## config.mk

```make
export PLATFORM = sky130hd
export DESIGN_NAME = can_tx_scheduler
export DESIGN_NICKNAME = d
export VERILOG_FILES = /design/src/rtl/can_tx_scheduler_pkg.sv /design/src/rtl/can_tx_scheduler_rr_arbiter.sv /design/src/rtl/can_tx_scheduler.sv
export SDC_FILE = /design/constraint.sdc
export NUM_CORES = 1
export LEC_CHECK = 0
export ABC_AREA = 1
export BUFFER_PORTS_ARGS = -buffer_cell sky130_fd_sc_hd__buf_2
export CAP_MARGIN = 20
export CORE_MARGIN = 4
export CORE_UTILIZATION = 32
export CTS_CLUSTER_DIAMETER = 120
export DETAILED_ROUTE_END_ITERATION = 7
export SYNTH_ARGS = -nofsm -noshare
export SYNTH_HDL_FRONTEND = slang
export SYNTH_SLANG_ARGS = --single-unit
```

## constraint.sdc

```tcl
create_clock -name clock -period 5.7 [get_ports clock]
set_input_delay 0.855 -clock clock [delete_from_list [all_inputs] [get_ports clock]]
set_output_delay 0.855 -clock clock [all_outputs]
set_load 0.05 [all_outputs]
```

## src/rtl/can_tx_scheduler_pkg.sv

```systemverilog
// -----------------------------------------------------------------------------
// can_tx_scheduler_pkg
// Shared constants and types for the CAN transmit scheduler.
//   TOTAL_NODES   number of CAN nodes (even; nodes are paired i <-> i^1)
//   DATA_SIZE     packet payload width in bits
//   ID_SIZE       CAN identifier width
//   MAX_RETRY     retransmit attempts per frame before the frame is dropped
//   sched_state_t scheduler FSM states
//   can_id_t      one CAN identifier
// -----------------------------------------------------------------------------
package can_tx_scheduler_pkg;

  localparam int TOTAL_NODES = 4;
  localparam int DATA_SIZE   = 64;
  localparam int ID_SIZE     = 11;
  localparam int MAX_RETRY   = 8;

  typedef enum logic [1:0] {
    CFG_WAIT = 2'd0,
    IDLE     = 2'd1,
    FETCH    = 2'd2
  } sched_state_t;

  typedef logic [ID_SIZE-1:0] can_id_t;

endpackage

```

## src/rtl/can_tx_scheduler_rr_arbiter.sv

```systemverilog
// -----------------------------------------------------------------------------
// can_tx_scheduler_rr_arbiter
// Purely combinational round-robin pick: grants the first requesting bit at or
// after ptr, wrapping around.
//   req  in  N   request vector
//   ptr  in  PW  index where the search starts
//   gnt  out N   one-hot grant (all zero when req is empty)
// -----------------------------------------------------------------------------
module can_tx_scheduler_rr_arbiter #(
  parameter int N  = 4,
  parameter int PW = $clog2(N)
) (
  input  logic [N-1:0]  req,
  input  logic [PW-1:0] ptr,
  output logic [N-1:0]  gnt
);

  logic [PW-1:0] idx;

  // Walk from farthest to nearest so the nearest requester is written last.
  always_comb begin
    gnt = '0;
    idx = '0;
    for (int k = N - 1; k >= 0; k--) begin
      idx = PW'((int'(ptr) + k) % N);
      if (req[idx]) begin
        gnt      = '0;
        gnt[idx] = 1'b1;
      end
    end
  end

endmodule

```

## src/rtl/can_tx_scheduler.sv

```systemverilog
// -----------------------------------------------------------------------------
// can_tx_scheduler
// Hands packets from a valid/ready stream to CAN nodes in round-robin order,
// drives each node's payload and TX/RX identifiers, and handles retransmit,
// abort and completion per node.
//   clock, reset   system clock, synchronous active-high reset
//   cfg_valid      strobe that loads the ID table from cfg_id
//   cfg_id         node i ID at [i*ID_SIZE +: ID_SIZE]
//   cfg_done       sticky: ID table has been loaded since reset
//   pkt_valid/pkt_data/pkt_ready  packet source handshake
//   data_in_req    node i wants a new frame
//   retransmit     node i must resend (ID forced to 0 while retrying)
//   tx_done        node i finished its frame
//   in_packet      per-node payload
//   tx_id, rx_id   per-node transmit ID; rx_id[i] mirrors tx_id[i^1]
//   grant          one-cycle one-hot pulse when a node is loaded
//   busy           node holds an in-flight frame
//   drop_count     saturating count of frames aborted after MAX_RETRY
// -----------------------------------------------------------------------------
module can_tx_scheduler
  import can_tx_scheduler_pkg::*;
#(
  parameter int TOTAL_NODES = can_tx_scheduler_pkg::TOTAL_NODES,
  parameter int DATA_SIZE   = can_tx_scheduler_pkg::DATA_SIZE,
  parameter int ID_SIZE     = can_tx_scheduler_pkg::ID_SIZE,
  parameter int MAX_RETRY   = can_tx_scheduler_pkg::MAX_RETRY
) (
  input  logic                             clock,
  input  logic                             reset,
  input  logic                             cfg_valid,
  input  logic [TOTAL_NODES*ID_SIZE-1:0]   cfg_id,
  output logic                             cfg_done,
  input  logic                             pkt_valid,
  input  logic [DATA_SIZE-1:0]             pkt_data,
  output logic                             pkt_ready,
  input  logic [TOTAL_NODES-1:0]           data_in_req,
  input  logic [TOTAL_NODES-1:0]           retransmit,
  input  logic [TOTAL_NODES-1:0]           tx_done,
  output logic [TOTAL_NODES*DATA_SIZE-1:0] in_packet,
  output logic [TOTAL_NODES*ID_SIZE-1:0]   tx_id,
  output logic [TOTAL_NODES*ID_SIZE-1:0]   rx_id,
  output logic [TOTAL_NODES-1:0]           grant,
  output logic [TOTAL_NODES-1:0]           busy,
  output logic [15:0]                      drop_count
);

  localparam int PW = $clog2(TOTAL_NODES);
  localparam int RW = 4;

  function automatic logic [15:0] sat_inc(input logic [15:0] v);
    return (v == 16'hFFFF) ? v : v + 16'd1;
  endfunction

  function automatic logic [PW-1:0] onehot_to_idx(input logic [TOTAL_NODES-1:0] oh);
    logic [PW-1:0] r;
    r = '0;
    for (int k = 0; k < TOTAL_NODES; k++) begin
      if (oh[k]) r = r | PW'(k);
    end
    return r;
  endfunction

  sched_state_t           state, state_nx;
  logic [ID_SIZE-1:0]     id_table [TOTAL_NODES];
  logic [PW-1:0]          ptr, ptr_nx, sel, sel_nx;
  logic [TOTAL_NODES-1:0] cand, arb_gnt;
  logic                   take;
  logic [TOTAL_NODES-1:0] drop_req, drop_pick;

  // Nodes already busy or currently retrying are never candidates.
  assign cand = data_in_req & ~busy & ~retransmit;

  can_tx_scheduler_rr_arbiter #(.N(TOTAL_NODES), .PW(PW)) u_arb (
    .req (cand),
    .ptr (ptr),
    .gnt (arb_gnt)
  );

  always_comb begin
    state_nx  = state;
    sel_nx    = sel;
    ptr_nx    = ptr;
    take      = 1'b0;
    pkt_ready = 1'b0;
    case (state)
      CFG_WAIT: if (cfg_valid) state_nx = IDLE;
      IDLE: begin
        if (|cand) begin
          sel_nx   = onehot_to_idx(arb_gnt);
          state_nx = FETCH;
        end
      end
      FETCH: begin
        // sel stays latched here even if its request drops.
        pkt_ready = pkt_valid;
        if (pkt_valid) begin
          take     = 1'b1;
          ptr_nx   = (sel == PW'(TOTAL_NODES - 1)) ? '0 : sel + PW'(1);
          state_nx = IDLE;
        end
      end
      default: state_nx = CFG_WAIT;
    endcase
  end

  always_ff @(posedge clock) begin
    if (reset) begin
      state    <= CFG_WAIT;
      ptr      <= '0;
      sel      <= '0;
      cfg_done <= 1'b0;
      grant    <= '0;
      for (int i = 0; i < TOTAL_NODES; i++) id_table[i] <= '0;
    end else begin
      state <= state_nx;
      ptr   <= ptr_nx;
      sel   <= sel_nx;
      grant <= take ? (TOTAL_NODES'(1) << sel) : '0;
      if (cfg_valid) begin
        cfg_done <= 1'b1;
        for (int i = 0; i < TOTAL_NODES; i++) id_table[i] <= cfg_id[i*ID_SIZE +: ID_SIZE];
      end
    end
  end

  // Only one drop is counted per cycle; lowest-index request goes first and
  // the rest wait in their per-node pending flag.
  assign drop_pick = drop_req & (~drop_req + TOTAL_NODES'(1));

  always_ff @(posedge clock) begin
    if (reset) drop_count <= '0;
    else if (|drop_req) drop_count <= sat_inc(drop_count);
  end

  for (genvar i = 0; i < TOTAL_NODES; i++) begin : g_node
    localparam int PEER = i ^ 1;

    logic                 busy_q, pend_q;
    logic [ID_SIZE-1:0]   tx_id_q;
    logic [DATA_SIZE-1:0] pkt_q;
    logic [RW-1:0]        retry_q;
    logic                 load, done, retx, abort;

    // A node being loaded is never busy, so load cannot collide with release.
    assign load  = take && (sel == PW'(i));
    assign done  = tx_done[i] & busy_q;
    assign retx  = retransmit[i] & busy_q & ~tx_done[i];
    assign abort = retx && (retry_q == RW'(MAX_RETRY - 1));

    assign drop_req[i] = abort | pend_q;

    always_ff @(posedge clock) begin
      if (reset) begin
        busy_q  <= 1'b0;
        pend_q  <= 1'b0;
        tx_id_q <= '0;
        pkt_q   <= '0;
        retry_q <= '0;
      end else begin
        pend_q <= drop_req[i] & ~drop_pick[i];
        if (load) begin
          busy_q  <= 1'b1;
          tx_id_q <= id_table[i];
          pkt_q   <= pkt_data;
        end else if (done || abort) begin
          busy_q  <= 1'b0;
          tx_id_q <= id_table[i];
          retry_q <= '0;
        end else if (retx) begin
          retry_q <= retry_q + RW'(1);
          tx_id_q <= '0;
        end
      end
    end

    assign busy[i]                          = busy_q;
    assign tx_id[i*ID_SIZE +: ID_SIZE]      = tx_id_q;
    assign in_packet[i*DATA_SIZE +: DATA_SIZE] = pkt_q;
    assign rx_id[i*ID_SIZE +: ID_SIZE]      = tx_id[PEER*ID_SIZE +: ID_SIZE];
  end

endmodule

```

Yosys cells after proc, flatten, opt, wreduce, memory -nomap -nowiden
Memory sizes are Yosys's and may differ from the RTL's.
Cells that the tools add are included.
Storage, ports and cells
  register bits: 351
  RAM bits: 44
  logic and storage cells: 212
  memories: 1
Memories
  id_table: depth 4, width 11, read ports 4, clocked after Yosys merged registers in 0, wr ports 4, line can_tx_scheduler.sv:64  | logic [ID_SIZE-1:0] id_table [TOTAL_NODES];
Operators by class
  $add $sub $neg: 10
  $lt $le $gt $ge: 8
  equality and inequality tests: 13
  shifts and indexed selects: 1
  multiplexer cells: 68
  bitwise gates (word level): 44
  reductions and logical operators: 41
Operator list (count)
  $mux W11: 16
  $mux W4: 12
  $mux W1: 25
  $add A4 B1 Y4 const B: 5
  $add A16 B1 Y16 const B: 1
  $and A1 B1 Y1: 16
  $eq A16 B16 Y1 const B: 1
  $eq A4 B3 Y1 const B: 4
  $reduce_bool A2 Y1: 8
  $not A1 Y1: 14
  $reduce_and A2 Y1: 7
  $and A4 B4 Y4: 3
  $logic_and A1 B1 Y1: 12
  $lt A2 B3 Y1 const B: 4
  $mux W2: 6
  $not A4 Y4: 3
  $reduce_bool A3 Y1: 4
  $bmux W1 S2: 4
  $demux W1 S2: 4
  $ge A2 B1 Y1 const B: 4
  $or A1 B1 Y1: 8
  $reduce_or A4 Y1: 2
  $eq A2 B2 Y1 const B: 3
  $ne A2 B2 Y1 const B: 3
  9 further kinds: 16

Logic depth before layout (Yosys ltp)
Gate-level depths: netlist of run 1.
  depth after elaboration: 12
  depth in mapped cells: 13

By module
From an unflattened synthesis of run 1, not the netlist that was laid out.
Unflattened totals
  cell total of the unflattened synthesis: 1978
  area total of the unflattened synthesis: 15753.9 sq um
Modules (own cells, without submodules)
  can_tx_scheduler: times used 1, cells an instance 1904, area each 15331.0 sq um, seq. area each 8328.0 sq um
  can_tx_scheduler_rr_arbiter: times used 1, cells an instance 74, area each 422.9 sq um, seq. area each 0.0 sq um

Worst setup path after synthesis of run 1
OpenSTA, ideal clock, no wires.
  path kind: input to register
  start: input port reset
  end: memory id_table[0][0], enable pin
  data arrival time: 1.995 ns
  required time: 5.318 ns
  slack: 3.323 ns
  stages: 3
  buffers on the path: 2
  cell sequence: clkbuf_1 > clkbuf_1 > or2_2
RTL lines
  start: declaration: line can_tx_scheduler.sv:29  | input logic reset,
  end: declaration: line can_tx_scheduler.sv:64

Final worst setup path of run 1
  start: register sel[0]
  end: register g_node[2].retry_q[3]
Between the ends
  longest elaborated chain between the ends: 4
RTL lines
  start: declaration: line can_tx_scheduler.sv:65  | logic [PW-1:0] ptr, ptr_nx, sel, sel_nx;
  start signal: assignment: line can_tx_scheduler.sv:117  | sel <= sel_nx;
  $eq A2 B2 Y1: line can_tx_scheduler.sv:145  | assign load = take && (sel == PW'(i));
  $logic_and A1 B1 Y1: line can_tx_scheduler.sv:145
  $not A1 Y1 (no source line)
  $reduce_and A2 Y1 (no source line)
  end signal: assignment: line can_tx_scheduler.sv:170  | retry_q <= retry_q + RW'(1);
  end: declaration: line can_tx_scheduler.sv:141  | logic [RW-1:0] retry_q;
No other way between the ends.
A chain may end at the register's enable or synchronous reset.

==> impl_metrics.env, run 1 <==
export IMPL_outcome="completed"
export IMPL_total_power_uw=6160
export IMPL_placementRows=79
export IMPL_start_kind="register"
export IMPL_postCtsResizedCells=0
export IMPL_cp_arrival_ns=3.46
export IMPL_synthMostInstantiatedCell="nand2_1"
export IMPL_drt_initial_drc_count=817
export IMPL_dieWidth_um=225
export IMPL_synth_warnings=0
export IMPL_startpoint="sel[0]$_SDFFE_PP0P_"
export IMPL_setup_viol=0
export IMPL_endpoint_kind="register"
export IMPL_cts_root_buf="clkbuf_16"
export IMPL_cts_hold_buf=0
export IMPL_cts_clk_slew_worst_paths_ns=0.06
export IMPL_cts_sinks=394
export IMPL_postCtsSetupBuffers=0
export IMPL_r2r_start="sel[0]$_SDFFE_PP0P_"
export IMPL_final_instance_count_excl_fill=2938
export IMPL_htree_levels=2
export IMPL_postRouteAntennaNets=0
export IMPL_synth_seq_cells=394
export IMPL_hpwl_um=34000
export IMPL_synth_common_cells="nand2_1, dfxtp_1, nor2_1, a21oi_1, o21ai_0"
export IMPL_synthToLayoutAreaGrowth_pct=26.3
export IMPL_fmax_ghz=0.332
export IMPL_start_util=0.324
export IMPL_synth_flop_cell="dfxtp_1"
export IMPL_tns_ns=0
export IMPL_place_port_buffers=493
export IMPL_yosysUniqueCellTypes=36
export IMPL_period_minus_slack_ns=3.01
export IMPL_drc_errors=0
export IMPL_clockBufferDepth=3
export IMPL_grt_setup_unrepaired="no"
export IMPL_final_layout_size_suffix_gt1_frac=0.257
export IMPL_syn_inst=1900
export IMPL_ys_top_cells_by_area="dfxtp_1, nand2_1, edfxtp_1"
export IMPL_synth_edf_count=44
export IMPL_r2r_slack_ns=2.69
export IMPL_whs_path_depth=2
export IMPL_ys_seq_area_frac=0.551
export IMPL_tightest_slew_ns=0.977
export IMPL_reg2regPathDepth=8
export IMPL_grt_pass1_vias=13200
export IMPL_synth_avg_cell_area_um2=7.95
export IMPL_firstDrtPassIters=7
export IMPL_ys_async_sr_fraction=0
export IMPL_post_route_period_util=0.529
export IMPL_nets=2434
export IMPL_hold_path_class="reg2reg"
export IMPL_grt_pass1_wl_um=75700
export IMPL_fin_area_um2=19100
export IMPL_fp_dieH_um=225
export IMPL_dr_total_vias=13900
export IMPL_synth_area_um2=15100
export IMPL_ir_drop_mv=0.203
export IMPL_finish_utilization=0.409
export IMPL_synth_nets=2040
export IMPL_core_area_um2=46700
export IMPL_synth_top_cell_by_area="dfxtp_1"
export IMPL_vias_per_cell=4.72
export IMPL_required_ns=6.15
export IMPL_clkLatencyLatePin_ns=0.56
export IMPL_wl_per_cell_um=17.1
export IMPL_hold_end="cfg_done$_SDFFE_PP0P_"
export IMPL_path_class="reg2reg"
export IMPL_antenna_found_initial=6
export IMPL_drt_total_wl_um=50200
export IMPL_io_pins=494
export IMPL_yosysTopAreaCellShare=0.464
export IMPL_hold_viol=0
export IMPL_placed_cell_area_um2=17600
export IMPL_hp_start="cfg_done$_SDFFE_PP0P_"
export IMPL_dp_cells=2854
export IMPL_rr_endpoint="g_node[2].retry_q[3]$_SDFFE_PP0P_"
export IMPL_maxCapViolCount=0
export IMPL_p_leak_uw=0.00899
export IMPL_gr_total_overflow=0
export IMPL_grt_max_degree=89
export IMPL_skew_ns=0.0144
export IMPL_cellPowerDensity_nw_per_um2=323
export IMPL_worst_path_max_fanout=67
export IMPL_finalMaxSlewViolations=0
export IMPL_slew_headroom=0.349
export IMPL_cts_tree="built"
export IMPL_grtUsageTotal=0.187
export IMPL_place_gp_congestion=0.823
export IMPL_die_area_um2=50800
export IMPL_numCtsBuffers=44
-- cell type report --
| class | count | area [um2] |
|---|---|---|
| clock buffers | 58 | 1220 |
| diodes | 5 | 12.5 |
| flip-flops and latches | 394 | 8330 |
| multi-input cells | 1248 | 5570 |
| fillers | 4757 | 27600 |
| clock inverters | 20 | 236 |
| inverters | 102 | 388 |
| well taps | 607 | 759 |
| repair buffers | 504 | 2570 |
-- worst max-delay path by stage --
stage,end,slack (ns),cells past startpoint
finish,g_node[2].retry_q[3]$_SDFFE_PP0P_,2.69,8
global route,g_node[1].retry_q[2]$_SDFFE_PP0P_,2.33,7
CTS,g_node[1].retry_q[3]$_SDFFE_PP0P_,2.64,8
detailed placement,g_node[1].retry_q[3]$_SDFFE_PP0P_,2.08,8
global placement,g_node[1].retry_q[2]$_SDFFE_PP0P_,2.15,8
floorplan,id_table[0][0]$_SDFFCE_PN0P_,3.32,3
-- kinds of logic (layout without fill, tap and decap cells) --
logic type,count (synthesis),count (layout),synth area share
adder cells (fa/ha/maj),16,16,0.0132
other,0,5,0
AO/OA/AOI/OAI,361,361,0.121
XOR/XNOR,15,15,0.00869
AND/OR/NAND/NOR,856,856,0.224
buffers and inverters,258,684,0.0819
flip-flops,394,394,0.551
-- worst max-delay path, cell delays in order (launching register included) --
cell and delay, ns:
dfxtp_1 0.46, inv_1 0.15, ha_1 0.26, nand2_4 0.64, inv_2 0.56, nor2_1 0.42
nand4_1 0.17, o21ai_0 0.18, a211oi_1 0.06
-- report_power, final --
part           internal, uW  switching, uW  total (uW)
clock network          1740           1150        2880
registers              2860           26.2        2890
logic                  93.5            293         387
-- metrics by stage --
step                      setup slack, ns  hold slack (ns)
final                                2.69            0.453
after global routing                 2.33            0.477
after CTS                            2.64            0.461
after detailed placement             2.08            0.451
after global placement               2.15            0.436
after floorplan                      3.32            0.444
-- layout by cell type (no fill, tap or decap), types with 2 or more instances in the layout --
cell / n
buf_2: 492
bufinv_16: 5
nand3_2: 3
buf_4: 10
nand2_4: 3
o21ai_0: 145
clkbuf_16: 45
nor4_1: 3
inv_4: 2
clkinv_2: 10
diode_2: 5
clkinv_1: 3
a211oi_1: 6
clkbuf_1: 8
inv_2: 6
or2_2: 4
ha_1: 16
dfxtp_1: 350
xnor2_1: 8
nand3_1: 33
nand3b_1: 4
nand4_1: 9
clkbuf_8: 5
nand2_1: 441
nor2_4: 3
nor2_1: 339
xor2_1: 7
nor3_1: 7
nor3_2: 2
inv_1: 94
a21oi_1: 206
nand2_2: 3
edfxtp_1: 44
-- registers in the layout, indices dropped and copies added, names as in the netlist, 3 cells and up --
signal and flops:
g_node.pend_q 3, id_table 44, g_node.pkt_q 256, g_node.tx_id_q 44, drop_count 16, g_node.busy_q 4, grant 4, g_node.retry_q 16
-- routing by layer --
layer | wire length [um] | share of wire | vias to the layer above | GRT usage
met5 | 7 | 0.00014 | - | 0
met4 | 1680 | 0.034 | 2 | 0.0686
met3 | 3630 | 0.072 | 97 | 0.0408
met2 | 23600 | 0.47 | 457 | 0.312
met1 | 21200 | 0.42 | 6487 | 0.238
li1 | - | - | 6821 | -
(Power assumes the default switching activity.)
==> run 2, diff against run 1 <==
--- a/config.mk
+++ b/config.mk
@@ -5,7 +5,7 @@
 export SDC_FILE = /design/constraint.sdc
 export NUM_CORES = 1
 export LEC_CHECK = 0
-export ABC_AREA = 1
+export ABC_AREA = 0
 export BUFFER_PORTS_ARGS = -buffer_cell sky130_fd_sc_hd__buf_2
 export CAP_MARGIN = 20
 export CORE_MARGIN = 4
==> constraint.sdc (replaced) <==
create_clock -name clock -period 3.1 [get_ports clock]
set_input_delay 0.465 -clock clock [delete_from_list [all_inputs] [get_ports clock]]
set_output_delay 0.465 -clock clock [all_outputs]
set_load 0.05 [all_outputs]
==> impl_metrics.env, run 2 <==
export IMPL_final_layout_size_suffix_gt1_frac=0.276
export IMPL_syn_inst=1722
export IMPL_synth_avg_cell_area_um2=8.59
export IMPL_cp_arrival_ns=3.03
export IMPL_nets=2260
export IMPL_skew_ns=0.0100
export IMPL_grt_max_degree=191
export IMPL_place_gp_congestion=0.851
export IMPL_endpoint_kind="register"
export IMPL_final_cell_mix="nand2_1, buf_2, dfxtp_1, a21oi_1, nor2_1"
export IMPL_postRouteAntennaNets=0
export IMPL_met3RoutedLength_um=3560
export IMPL_regMostFlops="g_node.pkt_q"
export IMPL_finalMaxSlewViolations=0
export IMPL_hold_viol=0
export IMPL_worst_path_buf_inv=1
export IMPL_vias_per_cell=4.87
export IMPL_ys_seq_area_frac=0.563
export IMPL_placementRows=78
export IMPL_synth_flop_cell="dfxtp_1"
export IMPL_ys_top_cells_by_area="dfxtp_1, nand2_1, a21oi_1"
export IMPL_p_int_uw=8670
export IMPL_wl_met1_um=20300
export IMPL_post_route_period_util=0.851
export IMPL_pwr_share_seq=0.473
export IMPL_cts_hold_buf=0
export IMPL_fin_area_um2=19000
export IMPL_maxCapViolCount=0
export IMPL_synthToLayoutAreaGrowth_pct=28.4
export IMPL_firstDrtPassIters=4
export IMPL_dr_total_vias=13400
export IMPL_synth_nets=1862
export IMPL_pwr_share_clk=0.477
export IMPL_combPwrFrac=0.050
export IMPL_die_area_um2=49700
export IMPL_crit_family="compound AO/OA/AOI/OAI gates"
export IMPL_total_power_uw=11200
export IMPL_ys_async_sr_fraction=0
export IMPL_outcome="completed"
export IMPL_antenna_found_initial=3
export IMPL_io_pins=494
export IMPL_core_area_um2=45600
export IMPL_synth_common_cells="nand2_1, dfxtp_1, a21oi_1, clkbuf_1, nor2_1"
export IMPL_grt_pass1_vias=12700
export IMPL_start_kind="register"
export IMPL_postCtsSetupBuffers=0
export IMPL_placed_cell_area_um2=17500
export IMPL_drt_total_wl_um=48000
export IMPL_tns_ns=0
export IMPL_slew_headroom=0.291
export IMPL_routed_wl_met2_um=22700
export IMPL_synth_area_um2=14800
export IMPL_final_common_cell="nand2_1"
export IMPL_cts_root_buf="clkbuf_16"
export IMPL_cellPowerDensity_nw_per_um2=587
export IMPL_synth_edf_count=44
export IMPL_hpwl_um=33000
export IMPL_synth_seq_cells=394
export IMPL_synth_warnings=0
export IMPL_switching_share=0.223
export IMPL_ir_drop_mv=0.455
export IMPL_gr_total_overflow=0
export IMPL_wl_per_cell_um=17.4
export IMPL_cts_clk_slew_worst_paths_ns=0.06
export IMPL_start_util=0.325
export IMPL_hold_path_class="in2reg"
export IMPL_numCtsBuffers=42
export IMPL_synthMostInstantiatedCell="nand2_1"
export IMPL_htree_levels=2
export IMPL_fmax_ghz=0.379
export IMPL_setup_viol=0
export IMPL_worst_path_max_delay_cell="dfxtp_1"
export IMPL_grt_pass1_wl_um=73700
export IMPL_cts_tree="built"
export IMPL_largest_reg_flops=256
export IMPL_worst_path_max_fanout=10
export IMPL_drc_errors=0
export IMPL_period_minus_slack_ns=2.64
export IMPL_place_port_buffers=493
export IMPL_yosysTopAreaCellShare=0.474
export IMPL_drt_initial_drc_count=989
export IMPL_fp_dieH_um=223
export IMPL_grt_setup_unrepaired="no"
export IMPL_worstPathCellList="inv_1, ha_1, mux4_2, a221o_1, a31oi_1, o311a_1, a211oi_1"
export IMPL_clkLatencyLatePin_ns=0.55
export IMPL_path_class="reg2reg"
export IMPL_clockBufferDepth=3
export IMPL_cts_sinks=394
export IMPL_yosysUniqueCellTypes=49
export IMPL_grtUsageTotal=0.184
export IMPL_switchingPower_uw=2480
export IMPL_tightest_slew_ns=1.06
export IMPL_top_layer="met5"
export IMPL_required_ns=3.49
export IMPL_postCtsResizedCells=0
export IMPL_largestRegisters="g_node.pkt_q x256, g_node.tx_id_q x44, id_table x44"
export IMPL_slowest_delay_ns=0.58
export IMPL_finish_utilization=0.417
export IMPL_p_leak_uw=0.00802
export IMPL_synth_top_cell_by_area="dfxtp_1"
export IMPL_dieWidth_um=223
[run 2: cell count changes in the layout (fill, tap and decap cells not counted), moves of 8 or more]
cell / before / now
nor2_1: 339 / 92
o21ai_0: 145 / 5
nand2_1: 441 / 539
inv_1: 94 / 8
a21oi_1: 206 / 273
a22oi_1: 0 / 51
and2_1: 0 / 47
nand3_1: 33 / 14
mux2i_1: 0 / 12
buf_12: 1 / 9
[run 2: cell type report]
cell class                      instances  area, um2
Clock inverter                         15        229
Fill cell                            4559      26600
Timing Repair Buffer                  514       2750
Antenna cell                            1       2.50
Clock buffer                           62       1240
Sequential cell                       394       8330
Multi-Input combinational cell       1159       5660
Inverter                                9       33.8
Tap cell                              600        751
[run 2: cell families after synthesis]
logic type / count (synthesis) / synth area share
AOI/OAI and AO/OA: 348 / 0.131
buffers and inverters: 169 / 0.0557
DFF: 394 / 0.563
muxes: 16 / 0.0121
adders and majority gates: 16 / 0.0135
and+or+nand+nor: 767 / 0.218
xor gates and xnor gates: 12 / 0.00710
[run 2: final timing paths]
check	from	to	slack [ns]	cells after the start
max	ptr[0]$_SDFFE_PP0P_	sel[1]$_SDFFE_PP0P_	0.46	7
min	cfg_id[15]	id_table[1][4]$_SDFFCE_PN0P_	0.19	2
max reg2reg	ptr[0]$_SDFFE_PP0P_	sel[1]$_SDFFE_PP0P_	0.46	7
min reg2reg	g_node[3].pkt_q[24]$_SDFFE_PP0P_	g_node[3].pkt_q[24]$_SDFFE_PP0P_	0.45	2
[run 2: routing by layer]
layer	track usage	vias up
li1	-	6466
met1	0.230	6340
met2	0.314	516
met3	0.0428	92
met4	0.0565	2
met5	0	-
[run 2: power by group through the flow]
stage               registers, uW  clock network (uW)  logic [uW]
finish                       5280                5320         552
global placement             5390                   0         548
floorplan                    5470                   0         222
CTS                          5280                5470         555
global route                 5280                5660         596
detailed placement           5390                   0         554
[run 2: through the flow]
stage          hold slack [ns]  instances  setup slack (ns)
6_report                 0.186       2754             0.462
3_3_place_gp             0.439       2676             0.684
4_1_cts                  0.145       2753             0.529
3_5_place_dp             0.443       2676             0.535
5_1_grt                  0.153       2754             0.399
2_1_floorplan            0.443       1722             0.693
[run 2: worst register-to-register path, stage by stage, from the launching register on]
cell      delay, ns
dfxtp_1        0.58
inv_1          0.22
ha_1           0.37
mux4_2         0.56
a221o_1        0.29
a31oi_1        0.16
o311a_1        0.22
a211oi_1       0.09
